## src/rtl/cpu_pkg.sv

```systemverilog
// Shared types and constants for the register-file sequencer.
// Contents:
//   OPC_*/RX_*/RY_*  bit positions of the instruction fields (10-bit layout)
//   opcode_e         4-bit instruction opcode (8..15 are illegal and execute as NOP)
//   alu_op_e         3-bit ALU function select (value 7 is never produced)
//   seq_state_e      sequencer FSM states
//   op_class_e       how an accepted instruction is sequenced
package cpu_pkg;

  localparam int OPC_MSB = 9;
  localparam int OPC_LSB = 6;
  localparam int RX_MSB  = 5;
  localparam int RX_LSB  = 4;
  localparam int RY_MSB  = 3;
  localparam int RY_LSB  = 2;

  typedef enum logic [3:0] {
    OP_LOAD = 4'd0,
    OP_MOV  = 4'd1,
    OP_ADD  = 4'd2,
    OP_SUB  = 4'd3,
    OP_AND  = 4'd4,
    OP_OR   = 4'd5,
    OP_XOR  = 4'd6,
    OP_NOT  = 4'd7
  } opcode_e;

  typedef enum logic [2:0] {
    ALU_PASSB = 3'd0,
    ALU_ADD   = 3'd1,
    ALU_SUB   = 3'd2,
    ALU_AND   = 3'd3,
    ALU_OR    = 3'd4,
    ALU_XOR   = 3'd5,
    ALU_NOTA  = 3'd6
  } alu_op_e;

  typedef enum logic [2:0] {
    S_IDLE,
    S_LD,
    S_RD,
    S_WB,
    S_NOP
  } seq_state_e;

  typedef enum logic [1:0] {
    CLS_LD,
    CLS_ALU,
    CLS_NOP
  } op_class_e;

endpackage

```

## src/rtl/ir_decode.sv

```systemverilog
// Combinational instruction decoder.
// Ports:
//   ir      in   N   instruction word ([9:6] opcode, [5:4] Rx, [3:2] Ry, [1:0] ignored)
//   cls     out  2   sequencing class: LOAD, ALU (read + write-back) or NOP
//   alu_op  out  3   ALU function for ALU-class opcodes, PASSB otherwise
//   rx      out  AW  destination / operand A register
//   ry      out  AW  operand B register
module ir_decode
  import cpu_pkg::*;
#(
  parameter int N  = 10,
  parameter int AW = 2
) (
  input  logic [N-1:0]  ir,
  output op_class_e     cls,
  output alu_op_e       alu_op,
  output logic [AW-1:0] rx,
  output logic [AW-1:0] ry
);

  opcode_e opc;
  logic    unused_pad;

  assign opc        = opcode_e'(ir[OPC_MSB:OPC_LSB]);
  assign rx         = ir[RX_MSB:RX_LSB];
  assign ry         = ir[RY_MSB:RY_LSB];
  assign unused_pad = ^ir[RY_LSB-1:0];

  always_comb begin
    cls    = CLS_NOP;
    alu_op = ALU_PASSB;
    case (opc)
      OP_LOAD: cls = CLS_LD;
      OP_MOV:  begin cls = CLS_ALU; alu_op = ALU_PASSB; end
      OP_ADD:  begin cls = CLS_ALU; alu_op = ALU_ADD;   end
      OP_SUB:  begin cls = CLS_ALU; alu_op = ALU_SUB;   end
      OP_AND:  begin cls = CLS_ALU; alu_op = ALU_AND;   end
      OP_OR:   begin cls = CLS_ALU; alu_op = ALU_OR;    end
      OP_XOR:  begin cls = CLS_ALU; alu_op = ALU_XOR;   end
      OP_NOT:  begin cls = CLS_ALU; alu_op = ALU_NOTA;  end
      default: ;
    endcase
  end

endmodule

```

## src/rtl/regfile_sequencer.sv

```systemverilog
// Multi-cycle control FSM for the 4x10-bit dual-read/single-write register file.
// One instruction is accepted per EXEC handshake; LOAD writes DIN in one cycle,
// ALU ops read/latch then write back the ALU result, illegal opcodes take one NOP cycle.
// Ports:
//   CLKb, RSTb            clock (rising edge), asynchronous active-low reset
//   INSTR, EXEC           instruction and its request strobe
//   BUSY, DONE            status: not idle / final cycle of an instruction
//   ENW, WRA              register file write port
//   ENR0, RDA0, ENR1, RDA1 register file read ports
//   EXT_EN, G_OUT         D-bus drivers (external data / ALU result), never both
//   ALU_LD, ALU_OP        ALU result latch strobe and function select
module regfile_sequencer
  import cpu_pkg::*;
#(
  parameter int N  = 10,
  parameter int AW = 2
) (
  input  logic          CLKb,
  input  logic          RSTb,
  input  logic [N-1:0]  INSTR,
  input  logic          EXEC,
  output logic          BUSY,
  output logic          DONE,
  output logic          ENW,
  output logic [AW-1:0] WRA,
  output logic          ENR0,
  output logic [AW-1:0] RDA0,
  output logic          ENR1,
  output logic [AW-1:0] RDA1,
  output logic          EXT_EN,
  output logic          ALU_LD,
  output logic [2:0]    ALU_OP,
  output logic          G_OUT
);

  seq_state_e    state, state_nx;
  logic [N-1:0]  ir;
  logic          accept;

  op_class_e     in_cls, ir_cls;
  alu_op_e       in_alu, ir_alu;
  logic [AW-1:0] in_rx, in_ry, ir_rx, ir_ry;
  logic          unused_dec;

  // The incoming word is classified to pick the next state; the held IR drives
  // the outputs, so nothing on INSTR/EXEC reaches an output combinationally.
  ir_decode #(.N(N), .AW(AW)) u_dec_in (
    .ir     (INSTR),
    .cls    (in_cls),
    .alu_op (in_alu),
    .rx     (in_rx),
    .ry     (in_ry)
  );

  ir_decode #(.N(N), .AW(AW)) u_dec_ir (
    .ir     (ir),
    .cls    (ir_cls),
    .alu_op (ir_alu),
    .rx     (ir_rx),
    .ry     (ir_ry)
  );

  assign unused_dec = ^{in_alu, in_rx, in_ry, ir_cls};

  // RD is the only non-final busy state; EXEC there is ignored, not queued.
  assign accept = EXEC && (state != S_RD);

  always_ff @(posedge CLKb or negedge RSTb) begin
    if (!RSTb) begin
      state <= S_IDLE;
      ir    <= '0;
    end else begin
      state <= state_nx;
      if (accept) ir <= INSTR;
    end
  end

  always_comb begin
    state_nx = S_IDLE;
    if (state == S_RD) begin
      state_nx = S_WB;
    end else if (accept) begin
      case (in_cls)
        CLS_LD:  state_nx = S_LD;
        CLS_ALU: state_nx = S_RD;
        default: state_nx = S_NOP;
      endcase
    end
  end

  always_comb begin
    BUSY   = (state != S_IDLE);
    DONE   = 1'b0;
    ENW    = 1'b0;
    WRA    = '0;
    ENR0   = 1'b0;
    RDA0   = '0;
    ENR1   = 1'b0;
    RDA1   = '0;
    EXT_EN = 1'b0;
    ALU_LD = 1'b0;
    ALU_OP = '0;
    G_OUT  = 1'b0;
    case (state)
      S_LD: begin
        EXT_EN = 1'b1;
        ENW    = 1'b1;
        WRA    = ir_rx;
        DONE   = 1'b1;
      end
      S_RD: begin
        ENR0   = 1'b1;
        RDA0   = ir_rx;
        ENR1   = 1'b1;
        RDA1   = ir_ry;
        ALU_LD = 1'b1;
        ALU_OP = ir_alu;
      end
      S_WB: begin
        G_OUT  = 1'b1;
        ENW    = 1'b1;
        WRA    = ir_rx;
        DONE   = 1'b1;
      end
      S_NOP:   DONE = 1'b1;
      default: ;
    endcase
  end

endmodule

```

## config.mk

```make
export PLATFORM = sky130hd
export DESIGN_NAME = regfile_sequencer
export DESIGN_NICKNAME = d
export VERILOG_FILES = /design/src/rtl/cpu_pkg.sv /design/src/rtl/ir_decode.sv /design/src/rtl/regfile_sequencer.sv
export SDC_FILE = /design/constraint.sdc
export NUM_CORES = 1
export LEC_CHECK = 0
export CAP_MARGIN = 40
export CORE_MARGIN = 2
export CORE_UTILIZATION = 41
export CTS_BUF_LIST = sky130_fd_sc_hd__clkbuf_8 sky130_fd_sc_hd__clkbuf_16
export DETAILED_ROUTE_END_ITERATION = 16
export PLACE_DENSITY = 0.71
export SETUP_SLACK_MARGIN = 0.15
export SLEW_MARGIN = 0
export SYNTH_ARGS = -nofsm -noshare
export SYNTH_HDL_FRONTEND = slang
export SYNTH_HIERARCHICAL = 1
export SYNTH_SLANG_ARGS = --single-unit
```

## constraint.sdc

```tcl
create_clock -name CLKb -period 1.8 [get_ports CLKb]
set_clock_uncertainty 0.15 [all_clocks]
set_input_delay 0.36 -clock CLKb [delete_from_list [all_inputs] [get_ports CLKb]]
set_output_delay 0.36 -clock CLKb [all_outputs]
set_load 0.03 [all_outputs]
```

Yosys cells after proc, flatten, opt, wreduce, memory -nomap -nowiden
Cells that the tools add are included.
Widths: inputs -> output; s select.

storage, ports and cells
  input port bits = 13
  word-level logic and storage cells = 42
  flip-flop bits (word level) = 13

operators by class
  reduce and logical (&&, ||, !) cells = 7
  mux-type cells = 14
  eq/ne operators = 19

operators by type and width
  cell                number
  $eq 4x3->1 const B  8
  $pmux 3 s6          1
  $eq 4x2->1 const B  4
  $mux 3              3
  $reduce_or 7->1     1
  $eq 3x2->1 const B  2
  $mux 2              3
  $pmux 3 s2          1
  $mux 1              5
  $eq 4x1->1 const B  1
  $logic_not 4->1     1
  $pmux 2 s2          1
  $eq 3x1->1 const B  1
  $eq 3x3->1 const B  1
  $ne 3x2->1 const B  1
  $reduce_bool 3->1   1
  $reduce_or 3->1     1
  $eq 2x1->1 const B  1
  $logic_not 2->1     1
  $reduce_or 2->1     1
  $logic_and 1x1->1   1

Depth between registers and ports, before layout
Gate-level depths: netlist of run 1.

  word-level depth = 7
  mapped depth = 4
  depth with buffers taken out = 4

Modules after synthesis
Netlist of run 1, hierarchy kept.

by module, submodules not included
  module             area an instance (sq um)  cells each  instances
  regfile_sequencer  848.3                     83          1
  ir_decode          80.1                      14          2

Least setup slack after synthesis of run 1
No wires, ideal clock.

  kind = register to output
  from = reg state[0]
  to = out EXT_EN
  cell stages (with the launch flop) = 4
  slack = -437 ps
  arrival = 1727 ps
  path through = dfrtp_1 > clkbuf_1 > nor2b_1 > nor2b_1

on the way
  word-level cells in the longest chain between the ends = 2

RTL lines
  element                 RTL line                  RTL
  from (decl)             regfile_sequencer.sv:36   seq_state_e state, state_nx;
  from (signal assigned)  regfile_sequencer.sv:73   state <= state_nx;
  $eq 3x1->1              regfile_sequencer.sv:104  case (state)
  $mux 1                  regfile_sequencer.sv:104
  to (decl)               regfile_sequencer.sv:30   output logic EXT_EN,

Every way passes these cells.

Final worst setup path of run 1
  from = reg state[2]
  to = out ALU_OP[1]

on the way
  word-level cells in the longest chain between the ends = 2

RTL lines
  element     RTL line                  RTL
  $eq 3x2->1  regfile_sequencer.sv:104
  $mux 3      regfile_sequencer.sv:104
  to (decl)   regfile_sequencer.sv:32   output logic [2:0] ALU_OP,

Every way passes these cells.

==> results of run 1 <==
state kept, by name (all words and copies together), names as in the netlist:
signal and flops:
state 3, ir 8
worst reg2reg max path: cells and delay by family, from the launching register on:
family / cells / cell delay (ns)
and+or+nand+nor: 1 / 0.50
buffers and inverters: 2 / 0.27
AOI/OAI and AO/OA: 1 / 0.13
DFF: 1 / 0.40
report_power, final:
| part | leakage (uW) | switching (uW) | total (uW) | internal [uW] |
|---|---|---|---|---|
| logic | 0.000454 | 233 | 491 | 258 |
| registers | 0.000136 | 36.9 | 325 | 288 |
| clock network | 0.0000269 | 99.7 | 250 | 150 |
| total | 0.000616 | 369 | 1070 | 697 |
how the worst max path moves through the flow:
stage | slack (ns) | endpoint | start
5_1_grt | -0.19 | ALU_OP[0] | state[0]
4_1_cts | -0.18 | ALU_OP[0] | state[0]
3_5_place_dp | -0.06 | BUSY | state[2]
2_1_floorplan | 0.11 | EXT_EN | state[0]
3_3_place_gp | -0.07 | BUSY | state[2]
6_report | -0.15 | ALU_OP[1] | state[2]
cells in the final DEF (no fill, tap or decap), types with 3 or more instances in the layout:
master / n
buf_6: 19
clkbuf_8: 3
nor2_1: 4
buf_4: 19
or4bb_1: 3
and2_2: 6
clkdlybuf4s50_1: 10
and2_4: 4
nand2_1: 9
dfrtp_1: 11
o211ai_2: 7
nand2b_1: 9
nand4bb_1: 5
cell type report:
type	instances	share of cell area (%)
clock buffer	3	3.155
clock inverter	1	0.2868
inverter	2	1.530
multi-input combinational	61	36.52
sequential	11	21.03
tap	27	2.581
timing repair buffer	48	34.89
layer usage:
layer,part of all wire (%),track usage [%],wire length (um),vias to the layer above
li1,-,-,-,373
met2,58,38.89,1239,15
met5,0,0,0,-
met3,2.6,2.778,56,5
met1,38,20.83,812,373
met4,1.8,8.571,38,0
per-stage QoR:
step	worst slack (ns)	utilization, %	cell area [sq um]	cells
floorplan	0.1072	-	868.3	87
global placement	-0.06520	57.42	1104	138
detailed placement	-0.06106	57.42	1104	138
CTS	-0.1753	65.30	1255	147
global route	-0.1925	68.10	1309	153
finish	-0.1530	68.10	1309	153
what timing repair did:
action	in CTS	in global routing
pin swaps	1	1
hold buffers	0	0
buffers inserted	5	6
endpoints found under the setup margin	17	17
resized for setup	20	8
cloned	0	0
==> flow_metrics.env, run 1 <==
export IMPL_hold_class="primary input to asynchronous set/reset pin"
export IMPL_cts_root_buf="clkbuf_8"
export IMPL_path_max_fanout=13
export IMPL_worst_path_stages=4
export IMPL_layout_setup_ws_ns=-0.1530
export IMPL_ant_nets=0
export IMPL_drt_total_wl_um=2146
export IMPL_slew_viol_final=0
export IMPL_p_leak_uw=0.0006163
export IMPL_clkTransAtPathRegs_ns=0.05
export IMPL_grt_use_total_pct=19.84
export IMPL_cts_sinks=11
export IMPL_power_density_nw_per_um2=814.4
export IMPL_layout_min_cycle_time_ns=1.953
export IMPL_die_area_sq_um=2349
export IMPL_first_iter_violations=2
export IMPL_dr_pass1_iters=2
export IMPL_die_x_um=48.47
export IMPL_setup_viol=17
export IMPL_whs_ns=0.3065
export IMPL_crit_family="simple AND/OR/NAND/NOR gates"
export IMPL_antenna_found_initial=0
export IMPL_syn_area_sq_um=810.8
export IMPL_critPathMaxStageDelay_ns=0.45
export IMPL_grt_pass1_vias=754
export IMPL_slowest_stage="or3b_4"
export IMPL_fin_nets=140
export IMPL_synthesis_nets=100
export IMPL_run_status="finished, violations left"
export IMPL_seq_area_sq_um=275.3
export IMPL_final_layout_size_suffix_gt1_share_pct=50.00
export IMPL_maxCapViolations=0
export IMPL_reg2reg_from="state[0]"
export IMPL_period_share_pct=108.5
export IMPL_hold_violations=0
export IMPL_portBuffers=27
export IMPL_rsz0062_at_grt="true"
export IMPL_wl_per_cell_um=14.03
export IMPL_grt_pass1_wl_um=3491
export IMPL_cts_made_buffers=3
export IMPL_cts_tree="yes"
export IMPL_reg2reg_to="ir[5]"
export IMPL_max_slew_margin_pct=66.17
export IMPL_grt_overflow=0
export IMPL_irDropWorstVdd_mv=0.5814
export IMPL_clkLatencyLatePin_ns=0.24
export IMPL_yosysWarningCount=6
export IMPL_num_vias=766
export IMPL_crit_path_end_kind="output port"
export IMPL_finalSetupTns_ns=-1.817
export IMPL_path_class="register to output port"
export IMPL_fmax_mhz=512.0
export IMPL_h_tree_depth=1
export IMPL_r2r_cells=4
export IMPL_r2r_slack_ns=0.26
export IMPL_die_height_um=48.47
export IMPL_ios=30
export IMPL_syn_to_final_growth_pct=61.42
export IMPL_cp_num_buf_inv=2
export IMPL_multi_input_area_sq_um=478.0
export IMPL_postSynthCellCount=87
export IMPL_post_route_drc_count=0
export IMPL_start_kind="register"
export IMPL_core_area_sq_um=1922
export IMPL_finalPower_uw=1066
export IMPL_fp_row_count=16
export IMPL_vias_per_cell=5.007
export IMPL_grt_max_degree=19
export IMPL_synth_avg_cell_area_sq_um=9.319
export IMPL_cts_buffer_depth=2
export IMPL_path_cells="or3b_4, clkinv_8, and2_2, buf_6"
export IMPL_antenna_cells=0
export IMPL_fillCellCount=162
export IMPL_arrival_ns=1.44
export IMPL_gp_routability_congestion=0.7399
export IMPL_start_util_pct=42.19
export IMPL_cp_required_ns=1.29
export IMPL_violations="setup timing"
export IMPL_place_hpwl_um=1333
export IMPL_tightest_slew_ns=0.5058
Power figures use the tool's default switching activity.
==> inputs of run 2 (changes only) <==
--- a/config.mk
+++ b/config.mk
@@ -10,8 +10,8 @@
 export CORE_UTILIZATION = 41
 export CTS_BUF_LIST = sky130_fd_sc_hd__clkbuf_8 sky130_fd_sc_hd__clkbuf_16
 export DETAILED_ROUTE_END_ITERATION = 16
+export GPL_TIMING_DRIVEN = 0
 export PLACE_DENSITY = 0.71
-export SETUP_SLACK_MARGIN = 0.15
 export SLEW_MARGIN = 0
 export SYNTH_ARGS = -nofsm -noshare
 export SYNTH_HDL_FRONTEND = slang
==> run 2 against run 1 <==
Compared with the run above:
- the flow still finishes with violations (setup timing)
- critical path depth up 1
- hold slack improved by 0.0044 ns
- routed wire length decreased by 0.56%
- clock power about the same
- total power increased by 2.6%
- via count up 3.1%
- flip-flop and latch count stayed put
- worst setup slack lost 0.030 ns
- critical endpoint is now ENR1
==> flow_metrics.env, run 2 (synthesis gave the netlist of run 1 again) <==
export IMPL_r2r_slack_ns=0.08
export IMPL_largestRegisters="ir: 8 flops, state: 3 flops"
export IMPL_fmax_mhz=504.2
export IMPL_arrival_ns=1.47
export IMPL_clkLatencyLatePin_ns=0.24
export IMPL_crit_path_end_kind="output port"
export IMPL_final_area_sq_um=1358
export IMPL_r2r_cells=6
export IMPL_die_x_um=48.47
export IMPL_fp_row_count=16
export IMPL_wl_per_cell_um=13.17
export IMPL_ant_nets=0
export IMPL_path_class="register to output port"
export IMPL_hold_buffers=0
export IMPL_endpoint="ENR1"
export IMPL_cellInternalPower_uw=718.8
export IMPL_cts_buffer_depth=2
export IMPL_fin_nets=149
export IMPL_cts_sinks=11
export IMPL_reg2reg_to="ir[5]"
export IMPL_drt_total_wl_um=2134
export IMPL_whs_ns=0.3109
export IMPL_final_cell_mix="buf_4 (21), buf_6 (20), clkdlybuf4s50_1 (10), dfrtp_1 (10)"
export IMPL_multi_input_area_sq_um=465.4
export IMPL_start_kind="register"
export IMPL_fillCellCount=163
export IMPL_grt_overflow=0
export IMPL_reg2reg_from="state[2]"
export IMPL_dr_pass1_iters=4
export IMPL_first_iter_violations=15
export IMPL_dp_cells=141
export IMPL_finalSetupTns_ns=-2.051
export IMPL_tightest_slew_ns=0.5230
export IMPL_place_area_sq_um=1125
export IMPL_violations="setup timing"
export IMPL_largest_reg_flops=8
export IMPL_place_hpwl_um=1353
export IMPL_max_slew_margin_pct=65.03
export IMPL_cts_root_buf="clkbuf_8"
export IMPL_slew_viol_final=0
export IMPL_p_sw_share_pct=34.27
export IMPL_antenna_cells=0
export IMPL_num_vias=790
export IMPL_maxCapViolations=0
export IMPL_irDropWorstVdd_mv=0.5197
export IMPL_hold_violations=0
export IMPL_vias_per_cell=4.877
export IMPL_p_switching_uw=374.7
export IMPL_core_area_sq_um=1922
export IMPL_seq_area_sq_um=276.5
export IMPL_final_common_cell="buf_4"
export IMPL_grt_use_total_pct=20.32
export IMPL_post_route_drc_count=0
export IMPL_dp_slack_ns=-0.6075
export IMPL_p_leak_uw=0.0006471
export IMPL_h_tree_depth=1
export IMPL_syn_to_final_growth_pct=67.44
export IMPL_die_height_um=48.47
export IMPL_power_frac_seq_pct=29.7
export IMPL_power_density_nw_per_um2=805.5
export IMPL_layout_setup_ws_ns=-0.1833
export IMPL_combPwrFrac_pct=47.1
export IMPL_cp_required_ns=1.29
export IMPL_run_status="finished, violations left"
export IMPL_grt_pass1_wl_um=3553
export IMPL_final_layout_size_suffix_gt1_share_pct=46.67
export IMPL_cts_made_buffers=3
export IMPL_p_clk_share_pct=23.2
export IMPL_fin_cells=162
export IMPL_cts_tree="yes"
export IMPL_regMostFlops="ir"
export IMPL_clkTransAtPathRegs_ns=0.05
export IMPL_gp_routability_congestion=0.7043
export IMPL_path_max_fanout=5
export IMPL_antenna_found_initial=0
export IMPL_ios=30
export IMPL_worstSetupStartpoint="state[0]"
export IMPL_grt_max_degree=12
export IMPL_start_util_pct=42.19
export IMPL_grt_pass1_vias=765
export IMPL_setup_viol=16
export IMPL_hold_class="primary input to asynchronous set/reset pin"
export IMPL_layout_min_cycle_time_ns=1.983
export IMPL_period_share_pct=110.2
export IMPL_rsz0062_at_grt="true"
export IMPL_die_area_sq_um=2349
export IMPL_portBuffers=27
-- run 2: cell count changes in the layout (fill, tap and decap cells not counted), moves of 2 or more --
cell,change
and2_1,+7
and2_2,-6
clkbuf_1,+3
buf_4,+2
-- run 2: metal layers --
layer,GRT usage (%),part of all wire [%],vias up
li1,-,-,389
met1,23.66,43,378
met2,35.88,52,19
met3,2.778,3.2,4
met4,11.43,2.2,0
met5,0,0,-
-- run 2: worst max-delay path, cell delays in order, from the launching register on --
cell      delay (ns)
dfrtp_1         0.40
or3b_4          0.43
clkinv_4        0.10
buf_12          0.10
buf_6           0.08
buf_6           0.11
-- run 2: stage by stage --
step,total power (uW),utilization (%)
CTS,1072,69.01
global placement,725.1,58.53
global route,1152,70.64
detailed placement,734.4,58.53
finish,1093,70.64
floorplan,593.8,-
-- run 2: power by group through the flow --
stage | registers [uW] | clock network, uW | logic, uW
after detailed placement | 338 | 0 | 396
after global placement | 336 | 0 | 389
final | 325 | 253 | 515
after global routing | 331 | 272 | 549
after floorplan | 323 | 0 | 271
after CTS | 327 | 254 | 491
-- run 2: repair_timing --
item / in CTS / in global routing
cloned: 1 / 0
buffers inserted: 14 / 5
pin swaps: 4 / 2
resized for setup: 125 / 9
setup endpoints to repair: 17 / 17
-- run 2: worst min-delay path by stage --
stage,from,endpoint,depth (start not counted)
after floorplan,RSTb,ir[2],0
after CTS,RSTb,ir[3],1
after global routing,RSTb,ir[6],1
final,RSTb,ir[3],1
after detailed placement,ir[4],ir[4],2
after global placement,ir[2],ir[2],2
-- run 2: layout make-up --
cell class,instances,share of cell area (%)
clock buffers,3,3.041
clock inverters,1,0.2765
flip-flops and latches,11,20.37
repair buffers,46,32.07
plain buffers,10,6.175
multi-input cells,61,34.29
repair inverters,1,0.3687
inverters,2,0.9217
well taps,27,2.488
